===== src/rtl/piso_pkg.sv =====
// Shared types and constants for the PISO serializer.
// Build with PISO_PARITY_EN defined to add the trailing even-parity state.
package piso_pkg;

  localparam int DEFAULT_WIDTH = 4;

  typedef enum logic [1:0] {
    IDLE  = 2'd0,
`ifdef PISO_PARITY_EN
    SHIFT = 2'd1,
    PAR   = 2'd2
`else
    SHIFT = 2'd1
`endif
  } state_e;

endpackage


===== src/rtl/piso_serializer.sv =====
// Parallel-in serial-out shifter: first bit one cycle after acceptance, gapless back-to-back words.
// Optional macro PISO_PARITY_EN appends an even-parity bit after each word.
module piso_serializer
  import piso_pkg::*;
#(
  parameter int WIDTH     = DEFAULT_WIDTH,
  parameter bit MSB_FIRST = 1'b1
) (
  input  logic             clk,
  input  logic             rst,
  input  logic             in_valid,
  output logic             in_ready,
  input  logic [WIDTH-1:0] parallel_in,
  output logic             serial_out,
  output logic             serial_valid,
  output logic             busy,
  output logic             done
);

  localparam int CNT_W = $clog2(WIDTH);
  localparam logic [CNT_W-1:0] LAST_IDX = CNT_W'(WIDTH - 1);

  state_e             state_q, state_d;
  logic [WIDTH-1:0]   shreg_q, shreg_d;
  logic [CNT_W-1:0]   cnt_q, cnt_d;
  logic               serial_out_q, serial_out_d;
  logic               serial_valid_q, serial_valid_d;
`ifdef PISO_PARITY_EN
  logic               par_q, par_d;
`endif

  logic last_bit;
  logic accept;

  always_comb begin
    // The cycle carrying a word's final bit is also its hand-off window.
`ifdef PISO_PARITY_EN
    last_bit = (state_q == PAR);
`else
    last_bit = (state_q == SHIFT) && (cnt_q == LAST_IDX);
`endif
    in_ready = !rst && ((state_q == IDLE) || last_bit);
    accept   = in_valid && in_ready;

    state_d        = state_q;
    shreg_d        = shreg_q;
    cnt_d          = cnt_q;
    serial_out_d   = 1'b0;
    serial_valid_d = 1'b0;
`ifdef PISO_PARITY_EN
    par_d          = par_q;
`endif

    if (accept) begin
      state_d        = SHIFT;
      cnt_d          = '0;
      serial_valid_d = 1'b1;
`ifdef PISO_PARITY_EN
      par_d          = ^parallel_in;
`endif
      if (MSB_FIRST) begin
        serial_out_d = parallel_in[WIDTH-1];
        shreg_d      = parallel_in << 1;
      end else begin
        serial_out_d = parallel_in[0];
        shreg_d      = parallel_in >> 1;
      end
    end else begin
      case (state_q)
        SHIFT: begin
          if (cnt_q == LAST_IDX) begin
`ifdef PISO_PARITY_EN
            state_d        = PAR;
            serial_out_d   = par_q;
            serial_valid_d = 1'b1;
`else
            state_d        = IDLE;
`endif
          end else begin
            cnt_d          = cnt_q + CNT_W'(1);
            serial_valid_d = 1'b1;
            if (MSB_FIRST) begin
              serial_out_d = shreg_q[WIDTH-1];
              shreg_d      = shreg_q << 1;
            end else begin
              serial_out_d = shreg_q[0];
              shreg_d      = shreg_q >> 1;
            end
          end
        end
        default: state_d = IDLE;
      endcase
    end
  end

  always_ff @(posedge clk or posedge rst) begin
    if (rst) begin
      state_q        <= IDLE;
      shreg_q        <= '0;
      cnt_q          <= '0;
      serial_out_q   <= 1'b0;
      serial_valid_q <= 1'b0;
`ifdef PISO_PARITY_EN
      par_q          <= 1'b0;
`endif
    end else begin
      state_q        <= state_d;
      shreg_q        <= shreg_d;
      cnt_q          <= cnt_d;
      serial_out_q   <= serial_out_d;
      serial_valid_q <= serial_valid_d;
`ifdef PISO_PARITY_EN
      par_q          <= par_d;
`endif
    end
  end

  assign serial_out   = serial_out_q;
  assign serial_valid = serial_valid_q;
  assign busy         = (state_q != IDLE);
  assign done         = last_bit;

endmodule


===== config.mk =====
export PLATFORM = sky130hd
export DESIGN_NAME = piso_serializer
export DESIGN_NICKNAME = d
export VERILOG_FILES = /design/src/rtl/piso_pkg.sv /design/src/rtl/piso_serializer.sv
export SDC_FILE = /design/constraint.sdc
export NUM_CORES = 1
export LEC_CHECK = 0
export CORE_AREA = 2 2 39 41
export DETAILED_ROUTE_END_ITERATION = 16
export DIE_AREA = 0 0 41 43
export PLACE_DENSITY = 0.5
export SYNTH_ARGS = -nofsm -noshare
export SYNTH_HDL_FRONTEND = slang
export SYNTH_SLANG_ARGS = --single-unit

===== constraint.sdc =====
create_clock -name clk -period 1.7 [get_ports clk]
set_input_delay 0.34 -clock clk [delete_from_list [all_inputs] [get_ports clk]]
set_output_delay 0.34 -clock clk [all_outputs]
set_load 0.02 [all_outputs]

# Word-level counts from Yosys, hierarchy flattened
# Index checks and enable logic that the tools add are counted.
[totals]
regBits = 10
latchBits = 0
mem_bits_rw = 0
mem_bits_ro = 0
in_bits = 7
output_inout_bits = 5
elab_cells = 34
memories = 0
[op_classes]
n_addsub = 1
n_mul = 0
div = 0
order_cmp = 0
n_eq_ne = 4
n_shift = 0
muxes = 15
n_bitwise = 0
n_reduce_logical = 9
[op_table]
columns = ["cell", "n"]
rows = [
  ["$mux W2", 6],
  ["$mux W4", 3],
  ["$mux W1", 6],
  ["$reduce_bool A2 Y1", 2],
  ["$logic_and A1 B1 Y1", 3],
  ["$ne A3 B2 Y1 const B", 1],
  ["$add A2 B1 Y2 const B", 1],
  ["$eq A2 B1 Y1 const B", 1],
  ["$eq A2 B2 Y1 const B", 1],
  ["$logic_not A2 Y1", 1],
  ["$ne A2 B2 Y1 const B", 1],
  ["$reduce_and A2 Y1", 1],
  ["$logic_not A1 Y1", 1],
  ["$logic_or A1 B1 Y1", 1],
]

# Logic depth before layout (Yosys ltp)
[depth]
ltp_word = 7
depth_mapped = 5
ltp_nobuf = 4

# Worst setup path after synthesis
# No wires, ideal clock.
[synth_timing]
path_type = "reg-to-output"
startpoint = "reg cnt_q[0]"
endpoint = "out in_ready"
t_arrival_ns = 1.047
t_required_ns = 1.360
slack_ns = 0.313
path_stages_with_launch = 5
n_path_buf = 1
path_cell_list = "dfrtp_1 ha_1 nor2b_4 buf_4 nor2_1"
[synth_between]
elab_chain_len = 4
[synth_rtl]
columns = ["item", "line", "text"]
rows = [
  ["start, declared", "piso_serializer.sv:25", "logic [CNT_W-1:0] cnt_q, cnt_d;"],
  ["start signal, assigned", "piso_serializer.sv:109", "cnt_q <= cnt_d;"],
  ["$eq A2 B2 Y1", "piso_serializer.sv:40", "last_bit = (state_q == SHIFT) && (cnt_q == LAST_IDX);"],
  ["$logic_and A1 B1 Y1", "piso_serializer.sv:40", ""],
  ["$logic_or A1 B1 Y1", "piso_serializer.sv:42", "in_ready = !rst && ((state_q == IDLE) || last_bit);"],
  ["$logic_and A1 B1 Y1", "piso_serializer.sv:42", ""],
  ["end, declared", "piso_serializer.sv:12", "output logic in_ready,"],
]
# No other way between the ends.

# Final worst setup path
[layout_timing]
startpoint = "reg state_q[0]"
endpoint = "out busy"
[layout_between]
elab_chain_len = 1
[layout_rtl]
columns = ["item", "line", "text"]
rows = [
  ["start, declared", "piso_serializer.sv:23", "state_e state_q, state_d;"],
  ["start signal, assigned", "piso_serializer.sv:107", "state_q <= state_d;"],
  ["$reduce_bool A2 Y1", "piso_serializer.sv:120", "assign busy = (state_q != IDLE);"],
  ["end, declared", "piso_serializer.sv:16", "output logic busy,"],
]
# No other way between the ends.

==> impl_metrics.csv <==
group,metric,value,unit
run_status,status,"finished, final reports clean",
power_and_ir_drop,power.switching,307,µW
global_route,antenna_found_initial,0,
clock_network,path_clk_slew,50,ps
routing,routed_wl,618,µm
synth,synth_xor_area_frac,0,
clock_network,cts_tree,"done",
synth,synthTopCellsByCount,"dfrtp_1 (8), nand2_1 (4), inv_1 (3), mux2i_1 (3), o21ai_1 (3)",
sta,skew,1.96,ps
synth,synth_fa_ha_area_frac,0.0334,
synth,synthTopCellsByArea,"dfrtp_1 (54%), mux2i_1 (8.0%), o21ai_1 (4.0%)",
floorplanning,core,0.00138,mm²
power_and_ir_drop,p_total,878,µW
layout,utilization,0.382,
floorplanning,dieWidth,41,µm
synth,synth_edf_count,0,
synth,avgSynthCellArea,11.7,µm²
setup_path,critical_path.max_stage_delay,600,ps
power_and_ir_drop,p_int,572,µW
power_and_ir_drop,p_per_area,1660,mW/mm²
floorplanning,die_area,0.00176,mm²
setup_path,r2r_start,"cnt_q[0]$_DFFE_PP0P_",
sta,fin_crit_sh,0.909,
clock_network,cts.sinks,8,
synth,yosysMostFrequentCell,"dfrtp_1",
synth,ys_types,15,
power_and_ir_drop,leakage,0.251,nW
synth,synthesis.instances,32,
synth,synth_flop_cell,"dfrtp_1",
synth,synth-seq-area-share,0.535,
synth,synth_compound_area_frac,0.0635,
power_and_ir_drop,clockPowerShare,0.162,
synth,synth_top_family_by_area,"simple AND/OR/NAND/NOR gates",
synth,synth_nets,40,
sta,drv_slew,0,
setup_path,reg2regPathDepth,5,
synth,synth_top_area_share,0.535,
routing,drt_first_pass_iters,2,
synth,synth_mux_area_frac,0.120,
placement,portBuffers,11,
power_and_ir_drop,power.share.sequential,0.353,
hold_path,min_path_cells,2,
sta,rsz0062_at_grt,"no",
sta,tightest_slew,307,ps
placement,hpwl,488,µm
sta,max_freq,647,MHz
synth,yosys_warnings,0,
placement,place_area,515,µm²
hold_path,min_from,"shreg_q[3]$_DFFE_PP0P_",
power_and_ir_drop,peakVddDrop,0.582,mV
setup_path,rrSetupSlack,340,ps
floorplanning,start_util,0.270,
layout,area_growth,41.1,%
synth,ys_async_sr_fraction,1.00,
global_route,grt_pass1_vias,245,
layout,fill_cells,147,
setup_path,critPathTopFamily,"buffers and inverters",
setup_path,cp_max_fo,3,
routing,vias,263,
sta,layout_min_cycle_time,1550,ps
layout,final_area,528,µm²
placement,gp_congestion,0.681,
layout,drive_gt1_frac,0.271,
routing,vias_per_cell,4.11,
power_and_ir_drop,comb_power_share,0.486,
layout,seq_area,200,µm²
synth,synth_top_area_cell,"dfrtp_1",
setup_path,crit_type,"reg2out",
clock_network,clock_latency,250,ps
layout,diodes,0,
hold_path,hold_path_class,"reg2reg",
sta,finalSetupTns,0,ps
setup_path,cp_slowest_cell,"clkdlybuf4s50_1",
global_route,grt_max_degree,11,
layout,layout.nets,58,
global_route,grt.total_usage,0.0915,
routing,drtIter0Drc,3,
sta,slew-limit-headroom,0.795,
setup_path,r2r_end,"cnt_q[0]$_DFFE_PP0P_",
clock_network,cts_root_buffer,"clkbuf_4",
floorplanning,dieHeight,43,µm
sta,hold_violations,0,
global_route,grt-ovfl-total,0,
job,max_cap_violations,0,
setup_path,required,1360,ps
routing,drc,0,
synth,ys_seq_elements,8,
synth,yosys.area_share.simple,0.167,
synth,synth_area,374,µm²
global_route,grt_pass1_wl,972,µm
setup_path,worstPathArrival,1210,ps
clock_network,cts_setup_buffers,0,
routing,wl_per_cell,9.66,µm
layout,multiInputGateArea,144,µm²
setup_path,cp-start-kind,"register",
routing,antenna_left,0,
setup_path,cp_num_buf_inv,1,
floorplanning,io-pin-count,12,
setup_path,cp-end-kind,"output port",
sta,setup_viol,0,
clock_network,cts_buffers,3,
setup_path,path_cells,"clkdlybuf4s50_1",
clock_network,cts_htree_levels,1,
hold_path,min_to,"serial_out$_DFF_PP0_",
clock_network,ctsLongestPathBuffers,2,
power_and_ir_drop,swShare,0.349,
floorplanning,rows,14,
setup_path,crit_start,"state_q[0]$_DFFE_PP0P_",
==> power by group through the flow <==
stage / clock network, mW / logic (mW) / registers [mW]
floorplan: 0 / 0.264 / 0.348
detailed placement: 0 / 0.448 / 0.315
CTS: 0.150 / 0.441 / 0.312
finish: 0.142 / 0.427 / 0.310
global route: 0.165 / 0.458 / 0.317
global placement: 0 / 0.438 / 0.309
==> metrics by stage <==
step,hold WS (ps),instances,setup WS [ps]
floorplan,156,32,313
global placement,463,61,-98.6
detailed placement,467,61,-121
CTS,479,64,21.3
global route,494,64,85.3
finish,477,64,154
==> cells by family after synthesis <==
kind of cell	after synthesis
multiplexers	4
buffers and inverters	5
AO/OA/AOI/OAI	4
AND/OR/NAND/NOR	10
flip-flops	8
adder cells (fa/ha/maj)	1
==> tightest hold or removal path, cell delays in order, from the launching register on <==
cell and delay [ps]:
dfrtp_1 340, nand2_1 50, o21ai_1 60
==> worst max-delay path by stage <==
stage | to | slack (ps) | depth (start not counted)
global route | in_ready | 90 | 4
CTS | in_ready | 20 | 4
floorplan | in_ready | 310 | 4
global placement | in_ready | -100 | 3
finish | busy | 150 | 1
detailed placement | in_ready | -120 | 3
==> state kept, by name (all words and copies together), names as in the netlist <==
signal,count
serial_valid,1
cnt_q,2
serial_out,1
state_q,1
shreg_q,3
==> per-layer routing <==
metal  part of all wire  global-route usage
met3              0.060              0.0471
met2               0.49               0.109
met1               0.44               0.104
met4              0.013               0.100
met5                  0                   0
==> cell usage in the layout, fill, tap and decap left out <==
cell type	n
clkdlybuf4s50_1	9
dfrtp_1	8
nand2_1	4
buf_4	4
mux2i_1	3
o21ai_1	3
inv_1	3
clkbuf_4	3
nor2_1	2
clkbuf_2	2
nor2b_4	1
nor2b_2	1
nor2_4	1
a22o_1	1
and2_1	1
mux2_4	1
ha_1	1
==> layout make-up <==
type,instances,area share
Clock buffer,3,0.0427
Inverter,3,0.0213
Multi-Input combinational cell,19,0.273
Sequential cell,8,0.379
Tap cell,16,0.0379
Timing Repair Buffer,15,0.246
==> what timing repair did <==
action	4_1_cts	5_1_grt
endpoints found under the setup margin	2	2
hold buffers	0	0
resized for setup	4	2
Note: power is estimated with default switching activity, not from simulation.
